### config.mk
export PLATFORM = sky130hd
export DESIGN_NAME = ifetch_responder
export DESIGN_NICKNAME = d
export VERILOG_FILES = /design/src/rtl/ifetch_pkg.sv /design/src/rtl/ifetch_mem.sv /design/src/rtl/ifetch_responder.sv
export SDC_FILE = /design/constraint.sdc
export NUM_CORES = 2
export LEC_CHECK = 0
export CORE_AREA = 3 3 426 428
export DETAILED_ROUTE_END_ITERATION = 7
export DIE_AREA = 0 0 429 431
export GPL_TIMING_DRIVEN = 0
export MAX_ROUTING_LAYER = met4
export PLACE_DENSITY_LB_ADDON = 0.1
export SLEW_MARGIN = 10
export SYNTH_ARGS = -nofsm -noshare
export SYNTH_HDL_FRONTEND = slang
export SYNTH_SLANG_ARGS = --single-unit
### constraint.sdc
create_clock -name clk -period 2.59 [get_ports clk]
set_clock_uncertainty 0.05 [all_clocks]
set_input_delay 0.3885 -clock clk [delete_from_list [all_inputs] [get_ports clk]]
set_output_delay 0.3885 -clock clk [all_outputs]
set_load 0.01 [all_outputs]
### src/rtl/ifetch_pkg.sv
// Shared types and constants for the instruction-fetch responder.
// Optional fetch counter is enabled by defining IFETCH_CNT_EN.
package ifetch_pkg;

   localparam int ADDR_W_DEF = 6;
   localparam int DATA_W_DEF = 32;
   localparam int CNT_W      = 4;
   localparam logic [31:0] NOP_INST = 32'h0000_0000;

   typedef enum logic [1:0] {
      IDLE = 2'd0,
      WAIT = 2'd1,
      RESP = 2'd2
   } state_e;

   function automatic logic in_range(input logic [31:0] addr, input int depth);
      return (addr < $unsigned(depth));
   endfunction

endpackage

### src/rtl/ifetch_mem.sv
// Program storage: one write port, one asynchronous read port.
// Addresses at or beyond DEPTH drop writes and read back NOP_INST.
module ifetch_mem
   import ifetch_pkg::*;
#(
   parameter int ADDR_W = ADDR_W_DEF,
   parameter int DATA_W = DATA_W_DEF,
   parameter int DEPTH  = 64
) (
   input  logic              clk,
   input  logic              i_we,
   input  logic [ADDR_W-1:0] i_waddr,
   input  logic [DATA_W-1:0] i_wdata,
   input  logic [ADDR_W-1:0] i_raddr,
   output logic [DATA_W-1:0] o_rdata
);

   localparam int IDX_W = (DEPTH > 1) ? $clog2(DEPTH) : 1;

   logic [DATA_W-1:0] r_mem [DEPTH];
   logic [IDX_W-1:0]  w_widx;
   logic [IDX_W-1:0]  w_ridx;
   logic              w_wr_ok;
   logic              w_rd_ok;

   assign w_widx  = i_waddr[IDX_W-1:0];
   assign w_ridx  = i_raddr[IDX_W-1:0];
   assign w_wr_ok = in_range(32'(i_waddr), DEPTH);
   assign w_rd_ok = in_range(32'(i_raddr), DEPTH);

   // Array is intentionally not reset so a loaded program survives a CPU reset.
   always_ff @(posedge clk) begin
      if (i_we && w_wr_ok) begin
         r_mem[w_widx] <= i_wdata;
      end
   end

   assign o_rdata = w_rd_ok ? r_mem[w_ridx] : DATA_W'(NOP_INST);

endmodule

### src/rtl/ifetch_responder.sv
// Instruction-fetch responder: request FSM with programmable wait states.
// Define IFETCH_CNT_EN to add the saturating fetch_cnt output and cnt_clr input.
module ifetch_responder
   import ifetch_pkg::*;
#(
   parameter int ADDR_W   = ADDR_W_DEF,
   parameter int DATA_W   = DATA_W_DEF,
   parameter int DEPTH    = 64,
   parameter int WAIT_CYC = 2
) (
   input  logic              clk,
   input  logic              Rst,
   input  logic              req,
   input  logic [ADDR_W-1:0] Inst_Addr,
   output logic [DATA_W-1:0] Inst,
   output logic              Inst_Valid,
   output logic              busy,
   input  logic              ld_we,
   input  logic [ADDR_W-1:0] ld_addr,
   input  logic [DATA_W-1:0] ld_data
`ifdef IFETCH_CNT_EN
   ,
   input  logic              cnt_clr,
   output logic [15:0]       fetch_cnt
`endif
);

   localparam logic [CNT_W-1:0] WAIT_LOAD = (WAIT_CYC > 0) ? CNT_W'(WAIT_CYC - 1) : {CNT_W{1'b0}};

   state_e            r_state;
   state_e            w_state_nxt;
   logic [CNT_W-1:0]  r_wait_cnt;
   logic [CNT_W-1:0]  w_wait_nxt;
   logic [ADDR_W-1:0] r_addr_q;
   logic [DATA_W-1:0] r_inst;
   logic [DATA_W-1:0] w_rd_data;
   logic [DATA_W-1:0] w_resp_data;
   logic              w_accept;
   logic              w_fwd;

   ifetch_mem #(
      .ADDR_W (ADDR_W),
      .DATA_W (DATA_W),
      .DEPTH  (DEPTH)
   ) u_mem (
      .clk     (clk),
      .i_we    (ld_we),
      .i_waddr (ld_addr),
      .i_wdata (ld_data),
      .i_raddr (r_addr_q),
      .o_rdata (w_rd_data)
   );

   assign w_accept = (r_state == IDLE) && req;

   // Next-state and wait-counter logic.
   always_comb begin
      w_state_nxt = r_state;
      w_wait_nxt  = r_wait_cnt;
      case (r_state)
         IDLE: begin
            if (req) begin
               if (WAIT_CYC > 0) begin
                  w_state_nxt = WAIT;
                  w_wait_nxt  = WAIT_LOAD;
               end else begin
                  w_state_nxt = RESP;
               end
            end else begin
               w_state_nxt = IDLE;
            end
         end
         WAIT: begin
            if (r_wait_cnt == {CNT_W{1'b0}}) begin
               w_state_nxt = RESP;
            end else begin
               w_wait_nxt = r_wait_cnt - {{(CNT_W-1){1'b0}}, 1'b1};
            end
         end
         RESP:    w_state_nxt = IDLE;
         default: w_state_nxt = IDLE;
      endcase
   end

   // Write-first: a loader write hitting the address being returned wins over the stored word.
   assign w_fwd       = ld_we && (ld_addr == r_addr_q) && in_range(32'(ld_addr), DEPTH);
   assign w_resp_data = w_fwd ? ld_data : w_rd_data;

   // FSM state, captured address, wait counter and held instruction.
   always_ff @(posedge clk or negedge Rst) begin
      if (!Rst) begin
         r_state    <= IDLE;
         r_wait_cnt <= {CNT_W{1'b0}};
         r_addr_q   <= {ADDR_W{1'b0}};
         r_inst     <= {DATA_W{1'b0}};
      end else begin
         r_state    <= w_state_nxt;
         r_wait_cnt <= w_wait_nxt;
         if (w_accept) begin
            r_addr_q <= Inst_Addr;
         end
         if (r_state == RESP) begin
            r_inst <= w_resp_data;
         end
      end
   end

   assign Inst_Valid = (r_state == RESP);
   assign busy       = (r_state != IDLE);
   assign Inst       = Inst_Valid ? w_resp_data : r_inst;

`ifdef IFETCH_CNT_EN
   logic [15:0] r_fetch_cnt;

   // Saturating response counter; clear has priority over increment.
   always_ff @(posedge clk or negedge Rst) begin
      if (!Rst) begin
         r_fetch_cnt <= 16'h0000;
      end else if (cnt_clr) begin
         r_fetch_cnt <= 16'h0000;
      end else if (Inst_Valid && (r_fetch_cnt != 16'hFFFF)) begin
         r_fetch_cnt <= r_fetch_cnt + 16'h0001;
      end
   end

   assign fetch_cnt = r_fetch_cnt;
`endif

endmodule

After elaboration in Yosys (flattened, before gate mapping)
Memories as Yosys holds them, arrays and structs flattened.
Index checks and enable logic that the tools add are counted.

operators by class
  add/sub/neg operators = 1
  equal/unequal tests = 6
  multiplexer cells = 10
  reductions and logical operators = 7

operator list
  cell                                              count
  2-to-1 mux 32 bit                                 2
  2-to-1 mux 4 bit                                  2
  one-hot mux 4 bit (2 select lines)                1
  == test 6 bit                                     1
  inequality test 2 bit, second input constant      3
  logical NOT 4 bit                                 1
  one-hot mux 2 bit (2 select lines)                1
  nonzero test 2 bit                                2
  subtractor 4 x 1 -> 4 bit, second input constant  1
  2-to-1 mux 1 bit                                  3
  AND reduction 3 bit                               1
  == test 2 x 1 -> 1 bit, second input constant     1
  == test 2 bit, second input constant              1
  logical AND 1 bit                                 2
  logical NOT 2 bit                                 1
  2-to-1 mux 2 bit                                  1

storage, ports and cells
  register bits = 44
  bits in writable memories = 2,048
  bits of input ports = 48
  output and inout port bits = 34
  logic and storage cells = 29
  memories = 1

memories
  memory       words  bits a word  rd ports  clocked after memory_dff  write ports  RTL line          RTL
  u_mem.r_mem  64     32           1         0                         1            ifetch_mem.sv:20  logic [DATA_W-1:0] r_mem [DEPTH];

Longest topological paths before layout
  depth in word-level cells = 4
  gate-level depth with buffers = 10
  depth with buffers taken out = 7

Hierarchy
From an unflattened synthesis, not the netlist that was laid out.

second synthesis, totals
  cell total of the unflattened synthesis = 3,512
  area total of the unflattened synthesis = 80,178.1 um^2

modules (own cells, without submodules)
  module            instances  cells an instance  area an instance (um^2)  seq. area each (um^2)
  ifetch_mem        1          3,292              77,874.7                 61,499.0
  ifetch_responder  1          220                2,303.5                  1,101.1

Worst setup path before layout
No wires, ideal clock.

  kind = input to register
  start = input port ld_addr[5]
  end = memory u_mem.r_mem[48][0] in the netlist's numbering, enable pin
  setup time = 461 ps
  arrival time = 3,324 ps
  required time = 2,079 ps
  path slack = -1,245 ps
  stages on the path = 4
  buffers on the path = 1
  cell sequence = clkbuf_1 nand3_1 or3_1 nor3_1

RTL lines
  element          RTL line                RTL
  start, declared  ifetch_responder.sv:19  input logic [ADDR_W-1:0] ld_addr,
  end, declared    ifetch_mem.sv:20

No word-level cell before the write port.

Worst setup path after layout
  start = register r_addr_q[0]
  end = output port Inst[26]

on the way
  longest elaborated chain between the ends = 4
  elaborated cells between the ends (all ways) = 5
  classes of those cells = 1 x eq/ne; 2 x mux; 1 x reduce/logical; 1 x memory

RTL lines
  element                                                       RTL line                 RTL
  start, declared                                               ifetch_responder.sv:34   logic [ADDR_W-1:0] r_addr_q;
  start signal, assigned                                        ifetch_responder.sv:94   r_addr_q <= {ADDR_W{1'b0}};
  start signal, assigned                                        ifetch_responder.sv:100  r_addr_q <= Inst_Addr;
  branches (longest 2 deep; another with memory (64 x 32 bit))  --
  2-to-1 mux 32 bit *                                           ifetch_responder.sv:87   assign w_resp_data = w_fwd ? ld_data : w_rd_data;
  2-to-1 mux 32 bit *                                           --
  end, declared                                                 ifetch_responder.sv:15   output logic [DATA_W-1:0] Inst,

Mark *: on every way between the ends.

==> flow_metrics.tcl <==
set metrics [dict create \
    die_h_um 431 \
    synth_cells 3568 \
    ys_warn_count 0 \
    drt.antenna.violating_nets 0 \
    grt_max_degree 66 \
    numCtsBuffers 214 \
    synth-edff-count 2048 \
    vias 41000 \
    grt_antenna_before_repair 5 \
    syn_to_final_growth_pct 23.9 \
    path_clk_slew_ns 0.06 \
    dpl_cell_area_um2 86700 \
    htree_num_levels 4 \
    slew_viol_final 0 \
    die_area_um2 185000 \
    cp_slowest_stage_delay_ns 0.51 \
    routedWlPerCell_um 36.6 \
    synth_nets 3617 \
    die_w_um 429 \
    yosysSeqAreaShare_pct 78.2 \
    cp_slowest_cell "mux4_2" \
    synth_area_per_cell_um2 22.4 \
    startpoint_type "register" \
    violations "setup timing" \
    yosysUniqueCellTypes 55 \
    clk_path_buf_depth 3 \
    post-route-cell-area_um2 99200 \
    routed_wl_um 247000 \
    rows 155 \
    synth_area_um2 80100 \
    p_total_w 0.103 \
    initial_utilization_pct 44.9 \
    path_class "reg -> out" \
    tightest_slew_ns 1.28 \
    grt_setup_unrepaired "true" \
    cts.sinks 2092 \
    tns_ns -54.31 \
    grt-ovfl-total 0 \
    fmax_mhz 241 \
    drive_gt1_share_pct 38.4 \
    dp_worst_setup_slack_ns -3.48 \
    cts_root_buffer "clkbuf_16" \
    arrival_ns 3.71 \
    slew_headroom_pct 14.6 \
    drc 0 \
    drtIter0Drc 5102 \
    worst_hold_path_type "in -> reg" \
    cp_top_family "compound AO/OA/AOI/OAI gates" \
    period_minus_slack_ns 4.15 \
    layout_common_cells "edfxtp_1 (2,048), mux4_2 (530), clkbuf_16 (224), nand2_1 (189), buf_4 (170)" \
    hold_viol 0 \
    nNetsFinal 4268 \
    synth_seq_cells 2092 \
    crit_fanout 7 \
    grt_usage_pct 27.6 \
    synth_ff_type "edfxtp_1" \
    grt_first_pass_wirelength_um 341000 \
    power.density_nw_per_um2 1040 \
    leakagePower_nw 31.9 \
    grt_pass1_vias 41300 \
    ir_drop_v 0.000664 \
    num-fill-cells 13200 \
    post-route-period-util_pct 160 \
    path_buf_inv 5 \
    core_area_um2 178000 \
    mostFrequentLayoutCell "edfxtp_1" \
    viasPerCell 6.07 \
    io_buffers 77 \
    io_pins 82 \
    cp.required_ns 2.15 \
    dp_hpwl_um 156000 \
    ys_async_sr_fraction_pct 2.10 \
    worstPathCellList "buf_12, buf_12, buf_16, buf_16, mux4_2, a22oi_2, nand2_2, a221oi_4, o2111ai_4, buf_6" \
    endpoint_kind "output port" \
    setup_slack_ns -1.56 \
    insertion_delay_ns 0.84 \
    cts_tree "built" \
    cap_violations 0 \
    setup_viol 89 \
    final_util_pct 55.7 \
    gp_congestion 0.844 \
    dr.pass1.iters 6 \
    status "complete, but fails checks" \
]
-- synth_stat cells, types with 30 or more instances --
cell | number | area [µm²]
nor2b_1 | 38 | 238
dfrtp_1 | 44 | 1100
edfxtp_1 | 2048 | 61500
clkbuf_1 | 82 | 308
nor2_1 | 77 | 289
buf_2 | 80 | 400
a22oi_1 | 91 | 683
o2111ai_1 | 30 | 263
mux2i_1 | 50 | 500
mux4_2 | 530 | 11900
nand2b_1 | 34 | 213
nand2_1 | 219 | 822
-- logic make-up (layout without fill, tap and decap cells) --
| group | Yosys count | count (layout) | synth area share (%) |
|---|---|---|---|
| AOI/OAI and AO/OA | 245 | 245 | 2.41 |
| other | 0 | 6 | 0 |
| buffers and inverters | 209 | 1039 | 1.22 |
| adders and majority gates | 1 | 1 | 0.0156 |
| and+or+nand+nor | 420 | 420 | 2.39 |
| xor gates and xnor gates | 8 | 8 | 0.0875 |
| DFF | 2092 | 2092 | 78.2 |
| muxes | 593 | 593 | 15.7 |
-- per-stage QoR --
stage / std cells / hold WS, ns
after floorplan: 3568 / 0.0429
after global placement: 6000 / 0.439
after detailed placement: 6117 / 0.439
after CTS: 6695 / 0.00150
after global routing: 6756 / 0.0248
final: 6759 / 0.0472
-- flip-flops by register name, summed over array words and instances (netlist names) --
name / flops
u_mem.r_mem: 2048
r_inst: 32
r_addr_q: 6
r_wait_cnt: 4
r_state: 2
-- where the power goes --
group	total (W)	switching, W	internal, W
Sequential	0.0379	0.000242	0.0377
Clock	0.0299	0.0129	0.0170
Combinational	0.0355	0.0199	0.0156
-- worst paths after layout --
| check | from | end | slack [ns] | depth (start not counted) |
|---|---|---|---|---|
| hold / removal | ld_data[24] | u_mem.r_mem[30][24] | 0.05 | 1 |
| max in group asynchronous | Rst | r_addr_q[3] | 1.69 | 2 |
| setup reg to reg | r_addr_q[0] | r_inst[15] | -0.38 | 11 |
| hold reg to reg | r_wait_cnt[0] | r_wait_cnt[0] | 0.45 | 1 |
| setup / recovery | r_addr_q[0] | Inst[26] | -1.56 | 10 |
| min in group asynchronous | Rst | r_state[1] | 0.10 | 2 |
-- layer usage --
layer / part of all wire [%] / vias up / wire length [µm] / global-route usage (%)
met5: 0 / - / 0 / -
met4: 3.5 / 0 / 8650 / 9.09
met3: 6.2 / 416 / 15400 / 3.89
met2: 50 / 1714 / 122000 / 43.9
met1: 41 / 22400 / 101000 / 37.2
li1: - / 16500 / - / -
-- what timing repair did --
item / 4_1_cts / 5_1_grt
gates cloned: 10 / 3
setup buffers: 154 / 66
hold endpoints to repair: 404 / 0
endpoints found under the setup margin: 988 / 514
resized for setup: 813 / 118
pin swaps: 107 / 88
hold buffers: 23 / 0
-- area by class of cell --
cell class | count | area (µm²) | share of cell area, %
tap | 2355 | 2950 | 2.97
buffer | 193 | 2140 | 2.15
inverter | 6 | 28.8 | 0.0290
timing repair buffer | 445 | 6090 | 6.13
sequential | 2092 | 62600 | 63.1
clock buffer | 269 | 5720 | 5.76
clock inverter | 126 | 1010 | 1.02
multi-input combinational | 1267 | 18700 | 18.8
antenna | 6 | 15.0 | 0.0151
Note: power is estimated with default switching activity, not from simulation.
